### config.mk
export PLATFORM = sky130hd
export DESIGN_NAME = level_judge
export DESIGN_NICKNAME = d
export VERILOG_FILES = /design/src/rtl/level_judge.sv
export SDC_FILE = /design/constraint.sdc
export NUM_CORES = 1
export LEC_CHECK = 0
export BUFFER_PORTS_ARGS = -buffer_cell sky130_fd_sc_hd__buf_2
export CAP_MARGIN = 20
export CORE_MARGIN = 5
export CORE_UTILIZATION = 35
export CTS_CLUSTER_SIZE = 8
export DETAILED_ROUTE_END_ITERATION = 16
export SETUP_SLACK_MARGIN = 0.2
export SLEW_MARGIN = 30
export SYNTH_ARGS = -nofsm -noshare
export SYNTH_HDL_FRONTEND = slang
export SYNTH_SLANG_ARGS = --single-unit
### constraint.sdc
create_clock -name Clk100M -period 2.45 [get_ports Clk100M]
set_input_delay 0.1225 -clock Clk100M [delete_from_list [all_inputs] [get_ports Clk100M]]
set_output_delay 0.1225 -clock Clk100M [all_outputs]
set_load 0.01 [all_outputs]
### src/rtl/level_judge.sv
// Level judge for the counting game: compares each completed level's count error
// against a level-dependent tolerance and tracks level, lives and game end.
module level_judge #(
    parameter int DIFF_W        = 5,
    parameter int LEVEL_W       = 4,
    parameter int MAX_LEVEL     = 9,
    parameter int LIVES         = 3,
    parameter int TOL_BASE      = 2,
    parameter int TOL_MIN       = 0,
    parameter int TIGHTEN_SHIFT = 2
) (
    input  logic               Clk100M,
    input  logic               Reset,
    input  logic               newGame,
    input  logic               levelComplete,
    input  logic [DIFF_W-1:0]  difference,
    output logic               incLevel,
    output logic               missPulse,
    output logic               lose,
    output logic               win,
    output logic [LEVEL_W-1:0] level,
    output logic [2:0]         livesLeft,
    output logic [DIFF_W-1:0]  tolerance,
    output logic [1:0]         dbg_state
);

    typedef enum logic [1:0] {
        PLAY = 2'd0,
        LOST = 2'd1,
        WON  = 2'd2
    } state_t;

    state_t               state_q, state_d;
    logic [LEVEL_W-1:0]   level_q, level_d;
    logic [2:0]           lives_q, lives_d;
    logic                 inc_q, inc_d;
    logic                 miss_q, miss_d;
    logic                 lc_dly_q, lc_dly_d;

    logic                 lc_rise;
    logic                 pass;
    logic [LEVEL_W-1:0]   lvl_sh;
    logic signed [DIFF_W:0] tol_raw;
    logic signed [DIFF_W:0] tol_min_s;

    // Tolerance is computed one bit wider and signed so high levels clamp instead of wrapping.
    always_comb begin
        lvl_sh    = level_q >> TIGHTEN_SHIFT;
        tol_raw   = $signed((DIFF_W+1)'(TOL_BASE)) - $signed((DIFF_W+1)'(lvl_sh));
        tol_min_s = $signed((DIFF_W+1)'(TOL_MIN));
        if (tol_raw < tol_min_s || tol_raw < 0) begin
            tolerance = DIFF_W'(TOL_MIN);
        end else begin
            tolerance = tol_raw[DIFF_W-1:0];
        end
    end

    assign lc_rise = levelComplete & ~lc_dly_q;
    assign pass    = (difference <= tolerance);

    always_comb begin
        state_d  = state_q;
        level_d  = level_q;
        lives_d  = lives_q;
        inc_d    = 1'b0;
        miss_d   = 1'b0;
        lc_dly_d = levelComplete;
        if (newGame) begin
            state_d = PLAY;
            level_d = '0;
            lives_d = 3'(LIVES);
        end else begin
            case (state_q)
                PLAY: begin
                    if (lc_rise) begin
                        if (pass) begin
                            if (level_q < LEVEL_W'(MAX_LEVEL)) begin
                                level_d = level_q + LEVEL_W'(1);
                                inc_d   = 1'b1;
                            end else begin
                                state_d = WON;
                            end
                        end else begin
                            miss_d = 1'b1;
                            if (lives_q > 3'd1) begin
                                lives_d = lives_q - 3'd1;
                            end else begin
                                lives_d = 3'd0;
                                state_d = LOST;
                            end
                        end
                    end
                end
                LOST, WON: begin
                end
                default: begin
                    state_d = PLAY;
                    level_d = '0;
                    lives_d = 3'(LIVES);
                end
            endcase
        end
    end

    always_ff @(posedge Clk100M or posedge Reset) begin
        if (Reset) begin
            state_q  <= PLAY;
            level_q  <= '0;
            lives_q  <= 3'(LIVES);
            inc_q    <= 1'b0;
            miss_q   <= 1'b0;
            lc_dly_q <= 1'b0;
        end else begin
            state_q  <= state_d;
            level_q  <= level_d;
            lives_q  <= lives_d;
            inc_q    <= inc_d;
            miss_q   <= miss_d;
            lc_dly_q <= lc_dly_d;
        end
    end

    assign incLevel  = inc_q;
    assign missPulse = miss_q;
    assign lose      = (state_q == LOST);
    assign win       = (state_q == WON);
    assign level     = level_q;
    assign livesLeft = lives_q;
    assign dbg_state = state_q;

endmodule

==> summary.txt <==
Routing
  – Vias per cell: between 5 and 6
  – DRC violations left: 0
  – Detail Route Antenna Nets: 0
  – Drt total wl: 2050 um
  – Wire per inst: 13.7 um
  – Routed via count: 795
  – Iter 0 DRT Violations: 18
  – DRT Pass-1 Iters: 4

Logic synthesis
  – EDFF count, synth: 0
  – Yosys Warn Count: 0
  – Register area share after synthesis: 35.7%
  – Count of different cell masters after synthesis: 35
  – Syn avg cell area: 9.43 um^2
  – Cell Area, Synth: 848 um^2
  – Top-count cell post-synth: inv_1
  – Synth area leaders: dfrtp_1 (29%), ha_1 (13%), dfstp_2 (6.2%)
  – Synth area leader: dfrtp_1
  – Top cell type's share of synthesized area: 29.5%
  – Synth Register Bits: 12
  – Async set-reset flop share out of synthesis: 100%
  – Top cells by count, synth: inv_1 (13), dfrtp_1 (10), ha_1 (9), nor2_1 (7)
  – Mapped Cells: 90
  – Top_reg_cell synth: dfrtp_1

Critical path
  – Worst path arrival time: approximately 2400 ps
  – Worst reg2reg setup slack: 250 ps
  – Crit. End Element: flip-flop
  – Critical Path Start: level[2]$_DFFE_PP0P_
  – Startpoint types: flip-flop
  – Critical path peak fanout: 5
  – Worst EP required: 2670 ps
  – Worst r2r src: level[2]$_DFFE_PP0P_
  – Crit Path Category: flip-flop to flip-flop

Clock network
  – CTS Root Cell: clkbuf_4
  – CTS clk-pin slew, worst paths: 80 ps
  – Clock Path Buffers: 2
  – Max H-tree Level: 1
  – CTS tree: built
  – Clk Latency, worst-skew pair: about 270 ps
  – Clock sinks: 12
  – Cts bufs inserted: 3

Power
  – Seq pwr share: 36.9%
  – Int Pwr: 438 uW
  – Sw Share: 39.8%
  – Maximum VDD drop: 0.000512 V
  – Combinational share of power: 41.1%
  – Clock power share: 22.0%
  – Design Power: 727 uW
  – Pwr dens: 647 nW/um^2
  – P_sw: slightly below 300 uW
  – Leak Pwr: 0.000573 uW

Die
  – Core area: ~2300 um^2
  – Die height: 59.2 um
  – # IOs: 27
  – Chip width: 59.2 um
  – Initial cell density of the core: 37.6%
  – Cell Rows: 17
  – Total die area: 3510 um^2

Place
  – Final HPWL DP: 1570 um
  – Gpl congestion: 0.805
  – Buffers on Ports: 23

Timing
  – Unrepaired setup endpoints after global routing: false
  – Worst Skew: ~1.4 ps
  – TNS Setup: 0 ps
  – Final period util: 89.8%
  – Final setup vio count: 0
  – Max-slew violation count: 0
  – Worst slew margin: between 40% and 50%
  – Minimum clock period: 2200 ps
  – Fmax: around 450 MHz
  – Tightest Pin Transition: 817 ps
  – Fin. Hold Viols: 0

Finish
  – Ant diodes: 0
  – P&R area growth vs syn: 32.4%
  – Layout cells sized above 1: 37.2%
  – Util after Layout: 49.8%
  – Final-stage net count: 140
  – Fillers: 230

Run
  – Max Cap Violations: 0

GRT
  – GRT Total Usage: 13.0%
  – First-pass GRT wire length: 3510 um
  – Largest net degree at the start of global routing: 13
  – Initial antenna violation count: 0
  – Overflow after GRT: 0
  – Vias in the first global route: 799

Status
  – Run status: complete, no violations

Min path
  – Worst Hold Class: primary input to flip-flop
  – HP Start: difference[2]
==> metrics by stage <==
stage	worst slack, ps	hold WS [ps]	cells	instance area [um^2]
5_1_grt	207	313	149	1120
3_5_place_dp	147	166	141	993
3_3_place_gp	191	166	141	993
6_report	250	316	149	1120
2_1_floorplan	221	-14.3	92	860
4_1_cts	206	295	149	1090
==> cell type report <==
class                           count  area (um^2)  area share, %
Multi-Input combinational cell     62          514           45.8
Sequential cell                    12          304           27.1
Timing Repair Buffer               30          185           16.5
Inverter                           13         48.8           4.34
Clock buffer                        4         36.3           3.23
Tap cell                           28         35.0           3.12
==> sequential cells by signal, summed over array words and instances, names as in the netlist <==
register,count
dbg_state,2
incLevel,1
lc_dly_q,1
level,4
livesLeft,3
missPulse,1
==> cells by family (layout without fill, tap and decap cells) <==
family / Yosys count / after routing / synth area share, %
compound gates: 21 / 21 / 19.6
fa+ha+maj: 9 / 9 / 13.3
buf+inv: 18 / 47 / 10.3
flops: 12 / 12 / 35.7
other cells: 1 / 3 / 0.442
simple gates: 29 / 29 / 20.7
==> cells in the final DEF (no fill, tap or decap), types with 3 or more instances in the layout <==
master,netlist,layout
conb_1,1,3
clkbuf_4,0,3
nor2_1,7,7
ha_1,9,8
nor2b_1,3,3
nand2_1,3,3
buf_4,3,4
nand3_1,3,3
inv_1,13,13
buf_2,0,23
dfrtp_1,10,9
==> what timing repair did <==
| item | CTS | global route |
|---|---|---|
| setup endpoints to repair | 1 | 10 |
| pin swaps | 3 | 2 |
| hold endpoints to repair | 11 | 0 |
| setup buffers | 2 | 0 |
| gates resized for setup | 1 | 6 |
| gates cloned | 0 | 0 |
| hold buffers | 2 | 0 |
==> routing by layer <==
metal | GRT usage (%) | vias to the layer above | wire (um)
met5 | 0 | - | 0
met4 | 4.53 | 0 | 14
met3 | 3.27 | 2 | 156
met2 | 20.4 | 35 | 960
met1 | 17.2 | 377 | 916
li1 | - | 381 | -
==> critical path, cell delays in order, from the launching register on <==
cell and delay (ps):
dfrtp_2 400, or2_4 260, ha_4 220, nor2b_1 140, a2bb2oi_2 130, or4_4 450, buf_12 160, nor3_1 210
o22a_1 170
==> final timing paths <==
kind | to | depth (start not counted)
setup reg to reg | level[3]$_DFFE_PP0P_ | 8
max in group asynchronous | livesLeft[1]$_DFFE_PP1P_ | 3
hold / removal | incLevel$_DFF_PP0_ | 4
min in group asynchronous | level[1]$_DFFE_PP0P_ | 3
hold reg to reg | livesLeft[1]$_DFFE_PP1P_ | 1
setup / recovery | level[3]$_DFFE_PP0P_ | 8
==> power by group through the flow <==
stage                     Sequential (uW)  Clock (uW)  Combinational (uW)
final                                 269         160                 299
after global routing                  275         176                 335
after CTS                             268         164                 280
after detailed placement              272           0                 270
after global placement                269           0                 261
after floorplan                       278           0                 179
(Power assumes the default switching activity.)
